## src/rtl/rvfi_order_sequencer.sv

```systemverilog
// Reorders out-of-order RVFI retirements into a single strictly in-order stream.
// Entries are parked in a DEPTH-slot window indexed by the low order bits and drained one per cycle.
module rvfi_order_sequencer #(
  parameter int unsigned NRET  = 1,
  parameter int unsigned XLEN  = 32,
  parameter int unsigned DEPTH = 8
) (
  input  logic                      clock,
  input  logic                      resetn,
  input  logic [NRET-1:0]           rvfi_valid,
  input  logic [64*NRET-1:0]        rvfi_order,
  input  logic [XLEN*NRET-1:0]      rvfi_pc_rdata,
  input  logic [XLEN*NRET-1:0]      rvfi_pc_wdata,
  output logic                      out_valid,
  output logic [63:0]               out_order,
  output logic [XLEN-1:0]           out_pc_rdata,
  output logic [XLEN-1:0]           out_pc_wdata,
  output logic [$clog2(DEPTH):0]    out_fill,
  output logic                      out_error
);

  localparam int unsigned IDXW = $clog2(DEPTH);
  localparam logic [IDXW:0] FILL_ONE = 1;

  logic [63:0]      r_next;
  logic [DEPTH-1:0] r_used;
  logic [XLEN-1:0]  r_pc_rd [DEPTH];
  logic [XLEN-1:0]  r_pc_wd [DEPTH];

  logic             r_out_valid;
  logic [63:0]      r_out_order;
  logic [XLEN-1:0]  r_out_rd;
  logic [XLEN-1:0]  r_out_wd;
  logic [IDXW:0]    r_fill;
  logic             r_error;

  logic [IDXW-1:0]  w_head;
  logic             w_drain;
  logic [NRET-1:0]  w_acc;
  logic [NRET-1:0]  w_rej;
  logic [IDXW-1:0]  w_idx [NRET];
  logic [IDXW:0]    w_acc_cnt;
  logic [IDXW:0]    w_drain_cnt;

  assign w_head      = r_next[IDXW-1:0];
  assign w_drain     = r_used[w_head];
  assign w_drain_cnt = w_drain ? FILL_ONE : '0;

  // Window test is done in 65 bits so next_order+DEPTH never wraps; the claim
  // mask starts from the pre-edge used bits, so the draining head slot and
  // same-cycle duplicates from higher channels are both rejected.
  always_comb begin
    logic [DEPTH-1:0] v_claim;
    logic [64:0]      v_ord;
    logic [64:0]      v_lo;
    logic [64:0]      v_hi;
    v_claim   = r_used;
    w_acc     = '0;
    w_rej     = '0;
    w_acc_cnt = '0;
    w_idx     = '{default: '0};
    v_lo      = {1'b0, r_next};
    v_hi      = v_lo + 65'(DEPTH);
    v_ord     = '0;
    for (int unsigned c = 0; c < NRET; c++) begin
      v_ord    = {1'b0, rvfi_order[c*64 +: 64]};
      w_idx[c] = v_ord[IDXW-1:0];
      if (rvfi_valid[c]) begin
        if ((v_ord >= v_lo) && (v_ord < v_hi) && !v_claim[w_idx[c]]) begin
          w_acc[c]          = 1'b1;
          v_claim[w_idx[c]] = 1'b1;
          w_acc_cnt         = w_acc_cnt + FILL_ONE;
        end else begin
          w_rej[c] = 1'b1;
        end
      end
    end
  end

  always_ff @(posedge clock or negedge resetn) begin
    if (!resetn) begin
      r_next      <= '0;
      r_used      <= '0;
      r_out_valid <= 1'b0;
      r_out_order <= '0;
      r_out_rd    <= '0;
      r_out_wd    <= '0;
      r_fill      <= '0;
      r_error     <= 1'b0;
    end else begin
      r_out_valid <= w_drain;
      if (w_drain) begin
        r_out_order    <= r_next;
        r_out_rd       <= r_pc_rd[w_head];
        r_out_wd       <= r_pc_wd[w_head];
        r_used[w_head] <= 1'b0;
        r_next         <= r_next + 64'd1;
      end
      for (int unsigned c = 0; c < NRET; c++) begin
        if (w_acc[c]) begin
          r_used[w_idx[c]] <= 1'b1;
        end
      end
      r_fill  <= r_fill + w_acc_cnt - w_drain_cnt;
      r_error <= r_error | (|w_rej);
    end
  end

  // Payload storage needs no reset: a slot is only read while its used bit is set.
  always_ff @(posedge clock) begin
    for (int unsigned c = 0; c < NRET; c++) begin
      if (resetn && w_acc[c]) begin
        r_pc_rd[w_idx[c]] <= rvfi_pc_rdata[c*XLEN +: XLEN];
        r_pc_wd[w_idx[c]] <= rvfi_pc_wdata[c*XLEN +: XLEN];
      end
    end
  end

  assign out_valid    = r_out_valid;
  assign out_order    = r_out_order;
  assign out_pc_rdata = r_out_rd;
  assign out_pc_wdata = r_out_wd;
  assign out_fill     = r_fill;
  assign out_error    = r_error;

endmodule

```

## config.mk

```make
export PLATFORM = sky130hd
export DESIGN_NAME = rvfi_order_sequencer
export DESIGN_NICKNAME = d
export VERILOG_FILES = /design/src/rtl/rvfi_order_sequencer.sv
export SDC_FILE = /design/constraint.sdc
export NUM_CORES = 1
export LEC_CHECK = 0
export CELL_PAD_IN_SITES_DETAIL_PLACEMENT = 1
export CELL_PAD_IN_SITES_GLOBAL_PLACEMENT = 2
export CORE_ASPECT_RATIO = 0.8
export CORE_UTILIZATION = 25
export CTS_CLUSTER_SIZE = 10
export DETAILED_ROUTE_END_ITERATION = 16
export PLACE_DENSITY_LB_ADDON = 0.1
export SLEW_MARGIN = 20
export SYNTH_ARGS = -nofsm -noshare
export SYNTH_HDL_FRONTEND = slang
export SYNTH_SLANG_ARGS = --single-unit
```

## constraint.sdc

```tcl
create_clock -name clock -period 20.3 [get_ports clock]
set_input_delay 2.03 -clock clock [delete_from_list [all_inputs] [get_ports clock]]
set_output_delay 2.03 -clock clock [all_outputs]
set_load 0.005 [all_outputs]
```

Word level (Yosys, flattened, before mapping). Memories as Yosys holds them, arrays and structs flattened. A register that Yosys moved wholly into a read port is not among the register bits. Cells that the tools add are included.

Reduce and logical (&&, ||, !) cells: 8. Bitwise gates (word level): 4. $add $sub $neg: 4. $lt $le $gt $ge: 6. Multiplexer cells: 19.

Operators by type and width (number): 64-bit by 4-bit adder with 65-bit output (second input constant) (1); 64-bit by 65-bit < comparator with 1-bit output (1); 64-bit by 1-bit adder with 64-bit output (second input constant) (1); 64-bit >= comparator (1); 8-bit two-way mux (2); 1-bit two-way mux (13); 8-bit bitwise AND (1); 3-bit by 4-bit < comparator with 1-bit output (second input constant) (2); 8-bit NOT (1); 8-bit bitwise OR (1); 1-bit binary-select mux with 3-bit select (2); 1-bit demux with 3-bit select (2); 3-bit by 1-bit >= comparator with 1-bit output (second input constant) (2); 1-bit logical AND (5); 4-bit adder (1); 4-bit by 1-bit subtractor with 4-bit output (1); 1-bit zero test (3); 1-bit bitwise OR (1).

Register bits: 142. Input port bits: 131. Memory bits (writable): 512. Memories: 2. Logic and storage cells: 49. Output and inout bits: 134.

Memories: r_pc_rd (depth 8, bits a word 32, rd ports 1, clocked after memory_dff 1, write ports 1, line 27) `logic [XLEN-1:0] r_pc_rd [DEPTH];`; r_pc_wd (depth 8, bits a word 32, rd ports 1, clocked after memory_dff 1, write ports 1, line 28) `logic [XLEN-1:0] r_pc_wd [DEPTH];`.

Depth between registers and ports, before layout.
Word-level depth: 9. Depth in mapped cells: 23. Gate-level depth less buffers: 22.

Least setup slack after synthesis. No wires, ideal clock.

Path kind: input to register. Start: input port rvfi_order[14]. End: memory r_pc_rd[0][0] (enable). Arrival: 8045 ps. Library setup time: 565 ps. Stages on the path: 8. Path slack: 11690 ps. Path buffers: 0. Cell sequence: ha_1 nand4_1 or4_1 a221oi_2 o31a_1 o2111a_2 o21bai_4 nor3_1.

Word-level cells in the longest chain between the ends: 8. Elaborated cells on any way between the ends: 9. Those cells by class: 2 x order compare; 4 x mux; 3 x reduce/logical.

Ends and longest elaborated chain: start, declared (line 11) `input logic [64*NRET-1:0] rvfi_order,`; 64-bit by 65-bit < comparator with 1-bit output or 64-bit >= comparator (tied branches) (line 69) `if ((v_ord >= v_lo) && (v_ord < v_hi) && !v_claim[w_idx[c]]) begin`; 1-bit logical AND (*) (2 in series) (line 69); 1-bit two-way mux (*) (line 69); 1-bit two-way mux (*) (line 68) `if (rvfi_valid[c]) begin`; 1-bit logical AND (*) (line 112) `if (resetn && w_acc[c]) begin`; 1-bit two-way mux (*) (line 112); 1-bit two-way mux (not written as such) (*) (line 113) `r_pc_rd[w_idx[c]] <= rvfi_pc_rdata[c*XLEN +: XLEN];`; end, declared (line 27).

Mark *: on every way between the ends. The rest lies on a longest branch, timed or not.

Worst setup path in the final report.
Start: register r_next[3]. End: memory r_pc_rd[5][5] (enable).

Word-level cells in the longest chain between the ends: 9. Elaborated cells on any way between the ends: 10. Those cells by class: 1 x add/sub; 2 x order compare; 4 x mux; 3 x reduce/logical.

Ends and longest elaborated chain: start, declared (line 25) `logic [63:0] r_next;`; start signal, assigned (line 97) `r_next <= r_next + 64'd1;`; 64-bit by 4-bit adder with 65-bit output (line 63) `v_hi = v_lo + 65'(DEPTH);`; 64-bit by 65-bit < comparator with 1-bit output (line 69); 1-bit logical AND (*) (2 in series) (line 69); 1-bit two-way mux (*) (line 69); 1-bit two-way mux (*) (line 68); 1-bit logical AND (*) (line 112); 1-bit two-way mux (*) (line 112); 1-bit two-way mux (not written as such) (*) (line 113).

Marked as above.

==> results.md <==
* Initial core utilization at 0.254
* Pwr per Cell Area at 100 nW/µm²
* Crit path buffers/inverters at 2
* Upper clock frequency limit at 168 MHz
* Maximum buffer depth of the clock tree at 3
* Flop and latch count out of synthesis at 718
* Via-per-instance ratio at 4.52
* Area after DPL at 36000 µm²
* Simple logic cell fraction of the synthesized area at 0.0720
* Setup crit end kind: flip-flop
* First DRT Iteration DRCs at 809
* Post-DR wirelength/cell at 22.8 µm
* Cts-stage hold buffer count at 0
* Arrival time at the worst endpoint at 6.27 ns
* Number of instances on the worst hold path at 1
* Sequential fraction of the synthesis area at 0.654
* Kind of start point of the critical path: flip-flop
* RSZ-0062 raised after global routing: no
* Leading post-synthesis cells by instance count: sky130_fd_sc_hd__edfxtp_1, sky130_fd_sc_hd__nand2_1, sky130_fd_sc_hd__dfrtp_1, sky130_fd_sc_hd__o21ai_0, sky130_fd_sc_hd__mux4_2
* Post-CTS repair timing setup buffer count at 0
* Clk sinks at 718
* Root buf cell: sky130_fd_sc_hd__clkbuf_16
* Post-DP HPWL at 62.5 mm
* WHS at 0.473 ns
* Largest family of logic cells by synthesized area: multiplexers
* Final std cell area, no fill at 38600 µm²
* Top cell family by delay on the critical path: simple AND/OR/NAND/NOR gates
* FF-to-FF path depth at 17
* Launch instance of the worst register-to-register path: r_next[3]
* Setup Skew at 0.0511 ns
* DRC violation count after routing at 0
* Wire length of the first global-routing pass at 138 mm
* Total wirelength of the detailed-routed design at 92.9 mm
* Routability congestion estimate at 0.779
* Synthesis-to-finish area growth at 23.1%
* Main synth FF type: sky130_fd_sc_hd__edfxtp_1
* Area of the core region at 124000 µm²
* Die boundary width at 398 µm
* Synthesized area divided by synthesized cell count at 15.2 µm²
* Largest area contributor in the netlist: sky130_fd_sc_hd__edfxtp_1
* FF-to-FF End: r_pc_rd[5][5]
* Register-to-register path setup slack at 14.33 ns
* Antenna Nets Post-Route at 0
* Largest cells by area after synthesis: sky130_fd_sc_hd__edfxtp_1, sky130_fd_sc_hd__dfrtp_1, sky130_fd_sc_hd__mux4_2
* Synthesized-area fraction occupied by xor and xnor cells at 0.0346
* HP Class: flip-flop to flip-flop
* Slowest-stage cell, CP: sky130_fd_sc_hd__buf_4
* TritonRoute pass-1 iters at 4
* Number of top-level pins at 265
* Worst-case vdd ir drop at 0.0666 mV
* CP max FO at 49
* Area share of the largest cell type after synthesis at 0.490
* Adder and majority gate portion of the synthesized area at 0.0529
* # port buffers at 264
* Final-layout setup total negative slack at 0 ns
* Final worst path period need at 5.97 ns
* Ratio of cells with drive above 1 in the final layout at 0.129
* Final setup slack of the worst path at 14.33 ns
* Min-delay src: r_next[39]
* Worst Max-Slew Pin Slew at 1.06 ns
* Leakage power total at 13.4 nW
* Total of endpoints with negative setup slack in the final report at 0
* Critical Path RT at 20.60 ns
* Hold-critical path endpoint: r_next[39]
* Area enclosed by the die boundary at 127000 µm²
* Clock insertion delay at the later pin of the skew report at 0.69 ns
* Initial antenna violation count at 7
* Total of warnings raised by yosys at 0
* Synthesized net count at 2329
* Total count of hold-check failures in the final report at 0
* Synthesized area at 31400 µm²
* Cell-by-cell trace of the critical path: ha_1, nand3_2, nor2_1, nand2_1, nor3_1, nand3_1, xnor2_1, ha_1, a21oi_1, o21ai_0, a221oi_1, o211ai_1, o2111ai_1, nand2_2, nor3_2, buf_4, buf_4
* Placement Setup Slack at 13.72 ns
* Number of placement rows at 115
* TritonCTS clock tree: yes
* Die height at 319 µm
* Max-slew headroom at the worst pin at 0.295
* Synth Area in Compound Gates at 0.0489
* Maximum number of pins on one net before global-route repair at 96
* Global route overflow at 0
* Total of cells resized after clock tree synthesis at 0
* Most frequent cell after synthesis: sky130_fd_sc_hd__edfxtp_1
* Status: completed
* Clock-pin slew of the registers on the worst-case setup and hold paths at 0.06 ns
* Slew Viols, Final at 0
* Mux share of post-synthesis cell area at 0.116
* Fraction of registers with async set or reset after synthesis at 0.287
* Clock buffers created by TritonCTS at 87
* Final clock period utilization by the worst path at 0.294
* Total power at 3.87 mW
* Worst setup path class: flip-flop to flip-flop
* Number of vias in the routed layout at 18400
* Netlist cell types at 72
* Via count of the first global-routing pass at 20300
* Total global-route track usage at 0.147
* Max-capacitance violation count at 0
* Net count, final at 2631
* Post-synth EDFFs at 512
* Post-Syn Instances at 2066
* Slowest stage delay, CP at 0.76 ns
* Count of H-tree levels built during CTS at 3
==> kinds of logic (layout without fill, tap and decap cells) <==
group	Yosys count	in the layout
fa+ha+maj	132	132
other cells	0	3
compound gates	264	264
buf+inv	167	542
simple gates	463	463
mux	198	198
flops	718	718
xor+xnor	124	124
==> worst max path at each step <==
stage                         startpoint             end  slack, ns  depth (start not counted)
after floorplan           rvfi_order[14]   r_pc_rd[0][0]      11.69                          8
after global routing           r_next[3]  r_pc_rd[2][18]      13.74                         16
final                          r_next[3]   r_pc_rd[5][5]      14.33                         17
after detailed placement  rvfi_order[14]   r_pc_rd[2][2]      13.72                         11
after CTS                     r_next[16]  r_pc_wd[3][29]      14.10                         17
after global placement     rvfi_order[8]   r_pc_rd[5][1]      13.72                         11
==> cell usage in the layout, fill, tap and decap left out, types with 4 or more instances in the layout <==
cell | synthesis | routed
sky130_fd_sc_hd__nand2b_1 | 7 | 7
sky130_fd_sc_hd__a21o_1 | 8 | 8
sky130_fd_sc_hd__nor2_1 | 56 | 56
sky130_fd_sc_hd__o21a_1 | 4 | 4
sky130_fd_sc_hd__buf_4 | 2 | 34
sky130_fd_sc_hd__clkinv_2 | 0 | 9
sky130_fd_sc_hd__o211ai_1 | 4 | 4
sky130_fd_sc_hd__edfxtp_1 | 512 | 512
sky130_fd_sc_hd__a21oi_1 | 52 | 52
sky130_fd_sc_hd__o31ai_1 | 12 | 12
sky130_fd_sc_hd__and4_1 | 5 | 5
sky130_fd_sc_hd__nor3_2 | 4 | 12
sky130_fd_sc_hd__clkdlybuf4s50_1 | 0 | 263
sky130_fd_sc_hd__inv_1 | 72 | 72
sky130_fd_sc_hd__dfrtp_1 | 206 | 204
sky130_fd_sc_hd__clkbuf_1 | 37 | 56
sky130_fd_sc_hd__and3_1 | 4 | 4
sky130_fd_sc_hd__nand2_1 | 215 | 215
sky130_fd_sc_hd__mux2i_1 | 66 | 66
sky130_fd_sc_hd__nand3_2 | 5 | 5
sky130_fd_sc_hd__a221oi_1 | 4 | 4
sky130_fd_sc_hd__ha_1 | 131 | 131
sky130_fd_sc_hd__xnor2_1 | 124 | 124
sky130_fd_sc_hd__nand4_1 | 41 | 41
sky130_fd_sc_hd__nand3_1 | 44 | 44
sky130_fd_sc_hd__and2_1 | 4 | 4
sky130_fd_sc_hd__nor3_1 | 33 | 25
sky130_fd_sc_hd__nor4_1 | 13 | 13
sky130_fd_sc_hd__mux4_2 | 132 | 132
sky130_fd_sc_hd__clkinv_1 | 7 | 8
sky130_fd_sc_hd__clkbuf_16 | 0 | 87
sky130_fd_sc_hd__a211oi_1 | 4 | 4
sky130_fd_sc_hd__or3_1 | 8 | 8
sky130_fd_sc_hd__o21ai_0 | 155 | 155
==> metal layers <==
layer,GRT usage,vias up,routed length [µm]
li1,-,8448,-
met1,0.193,9585,42100
met2,0.247,278,45400
met3,0.0319,125,3510
met4,0.0341,6,1760
met5,0,-,36
==> through the flow <==
step                      utilization  cells
after detailed placement        0.291   3917
after global placement          0.291   3917
after global routing            0.312   4079
after CTS                       0.312   4079
final                           0.312   4082
after floorplan                     -   2066
==> sequential cells by signal (all words and copies together), names as in the netlist <==
signal        flops
out_error         1
out_fill          4
out_order        64
out_pc_rdata     32
out_pc_wdata     32
out_valid         1
r_next           64
r_pc_rd         256
r_pc_wd         256
r_used            8
==> report_power, final <==
group | leakage (nW) | switching [mW] | total (mW) | internal, mW
Combinational | 4.83 | 0.334 | 0.703 | 0.369
Clock | 1.25 | 0.634 | 1.45 | 0.814
Sequential | 7.32 | 0.0598 | 1.72 | 1.66
Total | 13.4 | 1.03 | 3.87 | 2.84
==> cell type report <==
type | count | area (µm²)
repair buffers | 299 | 2910
flip-flops and latches | 718 | 20500
clock buffers | 144 | 2400
clock inverters | 18 | 204
inverters | 81 | 307
diodes | 3 | 7.51
fillers | 13000 | 85100
multi-input cells | 1181 | 10200
well taps | 1638 | 2050
Power figures use the tool's default switching activity.
